## config.mk

```make
export PLATFORM = sky130hd
export DESIGN_NAME = traceback_decoder
export DESIGN_NICKNAME = d
export VERILOG_FILES = /design/src/rtl/traceback_decoder_pkg.sv /design/src/rtl/traceback_decoder_out_reg.sv /design/src/rtl/traceback_decoder.sv
export SDC_FILE = /design/constraint.sdc
export NUM_CORES = 1
export LEC_CHECK = 0
export ABC_AREA = 0
export CORE_ASPECT_RATIO = 1.75
export CORE_MARGIN = 4
export CORE_UTILIZATION = 45
export DETAILED_ROUTE_END_ITERATION = 16
export PLACE_DENSITY = 0.73
export SLEW_MARGIN = 15
export SYNTH_ARGS = -nofsm -noshare
export SYNTH_HDL_FRONTEND = slang
export SYNTH_SLANG_ARGS = --single-unit
export TNS_END_PERCENT = 10
```

## constraint.sdc

```tcl
create_clock -name clk -period 2.4 [get_ports clk]
set_input_delay 0.72 -clock clk [delete_from_list [all_inputs] [get_ports clk]]
set_output_delay 0.72 -clock clk [all_outputs]
set_load 0.02 [all_outputs]
```

## src/rtl/traceback_decoder_pkg.sv

```systemverilog
// Shared constants and types for the traceback packet decoder.
// Packet encodings match the traceback unit; widths derive from SEQ_LENGTH.
package traceback_decoder_pkg;

  localparam int SEQ_LENGTH       = 32;
  localparam int SEQ_LENGTH_W     = $clog2(SEQ_LENGTH);
  localparam int DATA_PACKET_SIZE = 3;
  localparam int PKT_W            = DATA_PACKET_SIZE;
  localparam int RUN_W            = SEQ_LENGTH_W + 1;
  localparam int SPAN_W           = SEQ_LENGTH_W + 1;

  localparam logic [PKT_W-1:0] START_END_SIGNAL = 3'b111;
  localparam logic [PKT_W-1:0] LINE             = 3'b100;
  localparam logic [1:0]       TOP              = 2'b11;
  localparam logic [1:0]       LEFT             = 2'b01;

  typedef enum logic [1:0] {
    OP_DIAG = 2'b00,
    OP_LEFT = 2'b01,
    OP_TOP  = 2'b11
  } tb_op_e;

  typedef enum logic [1:0] {
    TB_IDLE,
    TB_RUN,
    TB_TERM
  } tb_state_e;

  // Both 00 and 10 are diagonal moves; they collapse to one op code.
  function automatic tb_op_e decode_move(input logic [1:0] mv);
    case (mv)
      TOP:     return OP_TOP;
      LEFT:    return OP_LEFT;
      default: return OP_DIAG;
    endcase
  endfunction

endpackage

```

## src/rtl/traceback_decoder_out_reg.sv

```systemverilog
// One-entry output register for run-length records.
// Latency: loaded record is visible the cycle after load.
// Backpressure: in_rdy is low while full and the consumer is stalling.
module traceback_decoder_out_reg
  import traceback_decoder_pkg::*;
(
  input  logic              clk,
  input  logic              rst_n,
  input  logic              in_vld,
  output logic              in_rdy,
  input  logic [1:0]        in_op,
  input  logic [RUN_W-1:0]  in_len,
  input  logic              in_last,
  input  logic              in_zero,
  input  logic [SPAN_W-1:0] in_row,
  input  logic [SPAN_W-1:0] in_col,
  output logic              out_vld,
  input  logic              out_rdy,
  output logic [1:0]        out_op,
  output logic [RUN_W-1:0]  out_len,
  output logic              out_last,
  output logic              out_zero,
  output logic [SPAN_W-1:0] out_row,
  output logic [SPAN_W-1:0] out_col
);

  // Draining and refilling in the same cycle is allowed, so no bubble.
  assign in_rdy = !out_vld || out_rdy;

  always_ff @(posedge clk or negedge rst_n) begin
    if (!rst_n) begin
      out_vld  <= 1'b0;
      out_op   <= 2'b00;
      out_len  <= '0;
      out_last <= 1'b0;
      out_zero <= 1'b0;
      out_row  <= '0;
      out_col  <= '0;
    end else if (in_vld) begin
      out_vld  <= 1'b1;
      out_op   <= in_op;
      out_len  <= in_len;
      out_last <= in_last;
      out_zero <= in_zero;
      out_row  <= in_row;
      out_col  <= in_col;
    end else if (out_rdy) begin
      out_vld  <= 1'b0;
    end
  end

endmodule

```

## src/rtl/traceback_decoder.sv

```systemverilog
// Turns framed traceback move packets into run-length (op, len) records plus spans.
// Latency: record registered on the edge accepting the closing packet, valid next cycle.
// Backpressure: pkt_ready_o follows the output register; full and stalled holds input.
module traceback_decoder
  import traceback_decoder_pkg::*;
(
  input  logic              clk,
  input  logic              rst_n,
  input  logic [PKT_W-1:0]  pkt_i,
  input  logic              pkt_valid_i,
  output logic              pkt_ready_o,
  output logic [1:0]        op_o,
  output logic [RUN_W-1:0]  run_len_o,
  output logic              last_o,
  output logic              zero_term_o,
  output logic [SPAN_W-1:0] row_span_o,
  output logic [SPAN_W-1:0] col_span_o,
  output logic              op_valid_o,
  input  logic              op_ready_i,
  output logic              err_o,
  output logic              busy_o
);

  localparam logic [RUN_W-1:0]  RUN_MAX  = {RUN_W{1'b1}};
  localparam logic [SPAN_W-1:0] SPAN_MAX = {SPAN_W{1'b1}};

  tb_state_e         state_q, state_d;
  tb_op_e            cur_op_q, cur_op_d;
  logic [RUN_W-1:0]  run_q, run_d;
  logic [SPAN_W-1:0] row_q, row_d, col_q, col_d;
  logic              zero_q, zero_d;
  logic              err_q, err_d;

  logic   accept, is_marker, is_line, is_move;
  tb_op_e mv_op;
  logic   ld_vld, ld_last;

  assign accept    = pkt_valid_i && pkt_ready_o;
  assign is_marker = (pkt_i == START_END_SIGNAL);
  assign is_line   = (pkt_i == LINE);
  assign is_move   = !pkt_i[2];
  assign mv_op     = decode_move(pkt_i[1:0]);

  always_comb begin
    state_d  = state_q;
    cur_op_d = cur_op_q;
    run_d    = run_q;
    row_d    = row_q;
    col_d    = col_q;
    zero_d   = zero_q;
    err_d    = err_q;
    ld_vld   = 1'b0;
    ld_last  = 1'b0;
    if (accept) begin
      case (state_q)
        TB_IDLE: begin
          if (is_marker) begin
            state_d  = TB_RUN;
            cur_op_d = OP_DIAG;
            run_d    = '0;
            row_d    = '0;
            col_d    = '0;
            zero_d   = 1'b0;
            err_d    = 1'b0;
          end
        end
        TB_RUN: begin
          if (is_move) begin
            if (mv_op != OP_LEFT && row_q != SPAN_MAX) row_d = row_q + 1'b1;
            if (mv_op != OP_TOP && col_q != SPAN_MAX)  col_d = col_q + 1'b1;
            // A fresh frame has run 0 with op DIAG, so a leading DIAG just extends it.
            if (mv_op == cur_op_q && run_q != RUN_MAX) begin
              run_d = run_q + 1'b1;
            end else begin
              ld_vld   = (run_q != '0);
              cur_op_d = mv_op;
              run_d    = {{(RUN_W-1){1'b0}}, 1'b1};
            end
          end else if (is_line) begin
            zero_d  = 1'b1;
            state_d = TB_TERM;
          end else if (is_marker) begin
            ld_vld  = 1'b1;
            ld_last = 1'b1;
            state_d = TB_IDLE;
          end else begin
            err_d   = 1'b1;
            state_d = TB_IDLE;
          end
        end
        TB_TERM: begin
          if (is_marker) begin
            ld_vld  = 1'b1;
            ld_last = 1'b1;
          end else begin
            err_d   = 1'b1;
          end
          state_d = TB_IDLE;
        end
        default: state_d = TB_IDLE;
      endcase
    end
  end

  always_ff @(posedge clk or negedge rst_n) begin
    if (!rst_n) begin
      state_q  <= TB_IDLE;
      cur_op_q <= OP_DIAG;
      run_q    <= '0;
      row_q    <= '0;
      col_q    <= '0;
      zero_q   <= 1'b0;
      err_q    <= 1'b0;
    end else begin
      state_q  <= state_d;
      cur_op_q <= cur_op_d;
      run_q    <= run_d;
      row_q    <= row_d;
      col_q    <= col_d;
      zero_q   <= zero_d;
      err_q    <= err_d;
    end
  end

  traceback_decoder_out_reg u_out_reg (
    .clk      (clk),
    .rst_n    (rst_n),
    .in_vld   (ld_vld),
    .in_rdy   (pkt_ready_o),
    .in_op    (cur_op_q),
    .in_len   (run_q),
    .in_last  (ld_last),
    .in_zero  (zero_q),
    .in_row   (row_q),
    .in_col   (col_q),
    .out_vld  (op_valid_o),
    .out_rdy  (op_ready_i),
    .out_op   (op_o),
    .out_len  (run_len_o),
    .out_last (last_o),
    .out_zero (zero_term_o),
    .out_row  (row_span_o),
    .out_col  (col_span_o)
  );

  assign err_o  = err_q;
  assign busy_o = (state_q != TB_IDLE);

endmodule

```

==> key figures <==
Yosys
  – Area share of fa/ha/maj cells after synthesis: 3.54%
  – Compound-Gate Fraction of Synth Area: 24.1%
  – XOR/XNOR Fraction of Synth Area: 0.310%
  – Syn avg cell area: 9.23 sq um
  – Register bit total from synthesis: 47
  – Multiplexer share of the synthesized area: 2.53%
  – Syn Inst Count: 306
  – Post-synth EDFFs: 0
  – Post-synth top flop: dfrtp_1
  – Syn Nets: 321
  – Warnings, synthesis: 0
  – Post-Syn Area: 2820 sq um
  – Part of the Yosys area used for sequential elements: 41.6%
  – Synth async-reset ratio: 100%
  – Count of different cell masters after synthesis: 54
  – Synth Area in Simple Gates: 21.6%
  – Main combinational cell family by area after synthesis: compound AO/OA/AOI/OAI gates

Worst setup path
  – Crit path kind: in2out
  – CP arrival: 1.53 ns
  – Worst setup SP type: input pin
  – Worst r2r src: state_q[1]
  – Critical path fanouts, max: 2
  – R2R Path End: row_q[0]
  – Reg2Reg Depth: 7
  – Required time worst endpoint: 1.68 ns
  – Worst Setup EP: pkt_ready_o
  – CP endpoint kind: primary output
  – Critical path origin: op_ready_i
  – Setup slack, reg-to-reg: 0.31 ns

Finish
  – Area growth from synthesis to layout: 20.7%
  – Area taken by multi-input logic gates: 1470 sq um
  – Fin cells: 428
  – Share of layout cells above drive strength 1: 13.4%
  – Fin area: 3410 sq um
  – Ant. Diodes: 0
  – Nets: 365
  – Filler cells: 521
  – FF+latch area: 1180 sq um
  – Most frequent cells in the layout: nand2_1, dfrtp_1, clkdlybuf4s50_1, o211ai_1, buf_4
  – Commonest non-fill, non-tap cell in the layout: nand2_1

Pwr
  – Clk pwr share: 15.9%
  – Pwr/cell area: 862 nW/um^2
  – Logic pwr share: 44.1%
  – Pleak: 1.37 nW
  – Switching portion of total power: 41.7%
  – Peak VDD IR: 0.562 mV
  – Internal power: 0.00171 W
  – Net Sw Power: 0.00122 W
  – Seq pwr share: 40.0%

Global routing
  – Initial antenna violation count: 0
  – Global-route wire length before repair: 12.2 mm
  – Vias in the first global route: 2,498
  – Largest net degree at the start of global routing: 48
  – GRT Total Usage: 20.3%
  – Grt ovf: 0

Clock tree
  – Clk sinks: 47
  – CTS Root Cell: clkbuf_8
  – Post-CTS Hold Fix Bufs: 0
  – TritonCTS clock tree: done
  – Max Root-Sink Buffers: 2
  – Clk_lat worst skew: 0.30 ns
  – Htree depth: 2
  – CTS Buf Count: 5
  – Clock Pin Slew Worst Setup and Hold Paths: 0.09 ns

Floorplanning
  – Io pins: 33
  – Site Rows: 37
  – Starting density of the core: 47.3%
  – Die Footprint: 7660 sq um
  – Die height: 113 um
  – Core area: 5970 sq um
  – Die width: 67.9 um

Status
  – Status: finished, final reports clean

Timing
  – Total Neg Setup Slack: 0 ns
  – Clock skew: 0.00979 ns
  – Tcrit/Tclk final: 93.7%
  – Max Freq: 445 MHz
  – Fin. Hold Viols: 0
  – Min Tclk post-route: 2.25 ns
  – Slew Limit Fails: 0
  – RSZ-0062 raised after global routing: false
  – Actual slew at the worst max-slew pin: 0.608 ns
  – Max_slew headroom: 59.5%
  – Number of setup violations in the final report: 0

Detailed routing
  – Pre-Repair DR Iteration Count: 5
  – DRT iter0 DRCs: 348
  – Drt wl/cell: 16.5 um
  – Via count: 2,607
  – ANT nets after route: 0
  – Remaining DRCs: 0
  – Routed wire length: 7.07 mm
  – Via/cell ratio: 6.09

Placed design
  – Post-DP Area: 3330 sq um
  – HPWL after DPL: 5.09 mm
  – IO buf count: 32
  – Placed insts: 421
  – Gp weighted congestion: 0.855

Run
  – Maxcap violations: 0

Worst hold path
  – Worst min path class: in2async
## worst min path at each step
| stage | startpoint | endpoint | slack, ns | cells past startpoint |
|---|---|---|---|---|
| 3_3_place_gp | zero_q | zero_q | 0.49 | 2 |
| 3_5_place_dp | zero_q | zero_q | 0.51 | 2 |
| 5_1_grt | rst_n | u_out_reg.out_row[0] | 0.56 | 2 |
| 2_1_floorplan | rst_n | col_q[0] | 0.42 | 0 |
| 4_1_cts | rst_n | cur_op_q[1] | 0.53 | 2 |
| 6_report | rst_n | cur_op_q[1] | 0.50 | 2 |
## metrics by stage
step	utilization (%)	hold WS, ns	power, W	worst slack [ns]
final	57.1	0.499	0.00294	0.151
after detailed placement	55.8	0.508	0.00249	-0.238
after CTS	57.2	0.533	0.00295	0.0125
after global routing	57.1	0.557	0.00315	0.0398
after global placement	55.8	0.492	0.00246	-0.240
after floorplan	-	0.424	0.00196	0.340
## worst max-delay path: stages
cell,delay (ns)
clkdlybuf4s50_1,0.44
nor2b_4,0.13
clkinv_1,0.08
clkbuf_2,0.16
## routing by layer
layer  track usage, %  part of all wire, %  wire length [um]  vias up
met5                0                    0                 0        -
met2             35.3                   54              3840       83
met1             23.7                   37              2650     1272
met4             9.56                  3.7               265        0
li1                 -                    -                 -     1233
met3             2.68                  4.5               321       19
## state kept, by name, indices dropped and copies added, names as in the netlist
signal / count
col_q: 6
cur_op_q: 2
err_o: 1
row_q: 6
run_q: 6
state_q: 2
u_out_reg.out_col: 6
u_out_reg.out_last: 1
u_out_reg.out_len: 6
u_out_reg.out_op: 2
u_out_reg.out_row: 6
u_out_reg.out_vld: 1
u_out_reg.out_zero: 1
zero_q: 1
## cell families (layout without fill, tap and decap cells)
family | Yosys count | after routing
AND/OR/NAND/NOR | 123 | 123
AO/OA/AOI/OAI | 84 | 84
flip-flops | 47 | 47
buffers and inverters | 36 | 80
adder cells (fa/ha/maj) | 8 | 8
multiplexers | 7 | 7
XOR/XNOR | 1 | 1
## what timing repair did
action | in CTS | in global routing
buffers inserted | 0 | 0
gates resized for setup | 3 | 1
endpoints found under the setup margin | 2 | 1
## power by group through the flow
stage          combinational (W)  sequential [W]  clock [W]
6_report                 0.00130         0.00117   0.000468
5_1_grt                  0.00143         0.00120   0.000514
4_1_cts                  0.00129         0.00117   0.000482
2_1_floorplan           0.000709         0.00125          0
3_5_place_dp             0.00130         0.00119          0
3_3_place_gp             0.00127         0.00118          0
## synthesized netlist by cell type (2+ instances only)
library cell	instances	area, sq um
a311oi_1	2	17.5
and4_1	2	17.5
nor4b_1	2	17.5
buf_6	3	33.8
and2b_2	2	17.5
nand2b_1	8	50.1
nor4_1	2	12.5
buf_4	2	15.0
a32o_1	2	20.0
o21a_1	2	15.0
clkbuf_1	6	22.5
nor2_1	8	30.0
nor3_1	2	10.0
o2bb2ai_1	4	35.0
ha_1	8	100
o2111ai_1	18	158
o22ai_1	3	18.8
a21oi_1	3	15.0
dfrtp_1	47	1180
buf_2	9	45.0
a31o_2	2	17.5
inv_1	15	56.3
nand3_1	11	55.1
o21ai_0	7	35.0
o211ai_1	28	210
o31ai_1	2	15.0
nand2_1	66	248
nand4_1	5	31.3
or3_1	4	25.0
mux2i_1	6	60.1
a22o_1	2	17.5
## layout make-up
| type | count | area share, % |
|---|---|---|
| inverters | 16 | 1.76 |
| clock buffers | 5 | 2.02 |
| flip-flops and latches | 47 | 34.5 |
| repair buffers | 57 | 15.3 |
| clock inverters | 2 | 0.404 |
| well taps | 78 | 2.86 |
| multi-input cells | 223 | 43.2 |
No activity file was read; power rests on OpenSTA's default activity.
==> edit, RTL diff (same settings) <==
The 3 states of `tb_state_e` get a one-hot encoding in 3 bits.
--- a/src/rtl/traceback_decoder_pkg.sv
+++ b/src/rtl/traceback_decoder_pkg.sv
@@ -20,10 +20,10 @@
     OP_TOP  = 2'b11
   } tb_op_e;
 
-  typedef enum logic [1:0] {
-    TB_IDLE,
-    TB_RUN,
-    TB_TERM
+  typedef enum logic [2:0] {
+    TB_IDLE = 3'b001,
+    TB_RUN  = 3'b010,
+    TB_TERM = 3'b100
   } tb_state_e;
 
   // Both 00 and 10 are diagonal moves; they collapse to one op code.
Behaviour: same outputs for any inputs over 4 cycles, from zero or initial values and one cycle with rst_n low; so few cycles prove little.
==> edit against the unedited design <==
- sequential share of layout area up 4.8 points
- worst setup slack worse by 0.16 ns
- the run now ends with setup timing left
- cell area down 10%
- routed wire length down 25%
- largest cell class is now flip-flops and latches
- sequential cell count up 1
- synthesized area down 16%
- highest routed layer unchanged
- critical path type is now in -> reg
Power is not compared: it rests on default switching activity, and its combinational part moved more than twofold at a synthesized area within 25%.
==> edit: results <==
set metrics [dict create \
    status "finished, violations left" \
    violations "setup timing" \
    syn-num-nets 228 \
    vdd_ir_drop_max_mv 0.4032 \
    cp_max_fo 5 \
    cpPeakStageDelay_ns 0.52 \
    worst-setup-path-type "in -> reg" \
    dp_cells 323 \
    routed_wl_um 5312 \
    synth.distinct_cells 49 \
    path_delay_family "simple AND/OR/NAND/NOR gates" \
    hpwl_um 4025 \
    drtIter0Drc 49 \
    track_usage_pct 17.36 \
    slew_headroom_pct 53.36 \
    drive_above_1_share_pct 27.08 \
    p_leak_nw 1.435 \
    grt_pass1_wl_um 8976 \
    netlist_instances 217 \
    grt_pass1_vias 1927 \
    grt_start_max_net_pins 32 \
    slowest_stage "or4b_4" \
    gp_congestion 0.9291 \
    timing.final.ws_setup_ns -0.005179 \
    post_cts_buffers 0 \
    first_pass_iters 4 \
    yosys-top-cells-area "dfrtp_1 50%, mux2_2 9.5%, xnor2_1 3.0%, nand3_1 2.7%, nand2_1 2.5%" \
    fmax_mhz 415.8 \
    nets 287 \
    ys_seq_area_share_pct 50.77 \
    skew_ns 0.007476 \
    synth_common_cells "47 x dfrtp_1, 20 x mux2_2, 16 x nand2_1" \
    n_antenna_cell 0 \
    power_w 0.001877 \
    insertion_delay_ns 0.30 \
    fill_cells 422 \
    drt-wirelength-per-cell_um 16.05 \
    via_per_inst 5.683 \
    portBuffers 32 \
    arrival_ns 2.63 \
    setup_violations 1 \
]
## edit: report_power, final
group	internal [W]	total, W	switching, W
clock	0.000263	0.000521	0.000257
combinational	0.000211	0.000429	0.000218
sequential	0.000867	0.000927	0.0000606
total	0.00134	0.00188	0.000536
## edit: metrics by stage
step | setup TNS [ns] | instance area, sq um | setup slack [ns] | utilization (%)
global route | -0.05151 | 3058 | -0.05151 | 60.92
CTS | 0 | 3039 | 0.02330 | 60.54
global placement | -10.38 | 2940 | -0.3560 | 58.57
finish | -0.005179 | 3058 | -0.005179 | 60.92
detailed placement | -11.88 | 2940 | -0.4330 | 58.57
floorplan | 0 | 2371 | 0.005191 | -
## edit: area by class of cell
type,count,share of cell area (%)
Multi-Input combinational cell,150,35.76
Timing Repair Buffer,64,18.58
Tap cell,54,2.209
Sequential cell,48,39.32
Inverter,7,0.8592
Clock buffer,8,3.273
## edit: layer usage
metal	track usage, %	share of wire [%]	vias to the layer above	routed length (um)
met3	3.459	2.6	11	137
met4	8.373	2.2	0	119
met2	31.78	57	37	3005
met5	0	0	-	0
li1	-	-	895	-
met1	18.59	39	938	2049
## edit: logic make-up (layout without fill, tap and decap cells)
kind of cell	count (synthesis)	after routing	share of synthesized area, %
simple gates	73	73	16.16
flops	48	48	50.77
compound gates	40	40	12.20
mux	25	25	11.73
buf+inv	19	79	4.068
xor+xnor	8	8	2.958
fa+ha+maj	4	4	2.113
## edit: what timing repair did
item | 4_1_cts | 5_1_grt
setup endpoints to repair | 28 | 23
pin swaps | 0 | 1
gates resized for setup | 5 | 6
gates cloned | 0 | 0
## edit: worst paths after layout
kind                                      startpoint              endpoint  slack, ns  cells after the start
worst max-delay path                        pkt_i[2]              row_q[5]     -0.005                      6
worst min-delay path                           rst_n     u_out_reg.out_vld       0.45                      1
worst max register to register              row_q[0]              row_q[5]       0.13                      6
worst min register to register  u_out_reg.out_row[2]  u_out_reg.out_row[2]       0.49                      1
max in group asynchronous                      rst_n  u_out_reg.out_row[4]       1.33                      2
min in group clk                u_out_reg.out_row[2]  u_out_reg.out_row[2]       0.49                      1
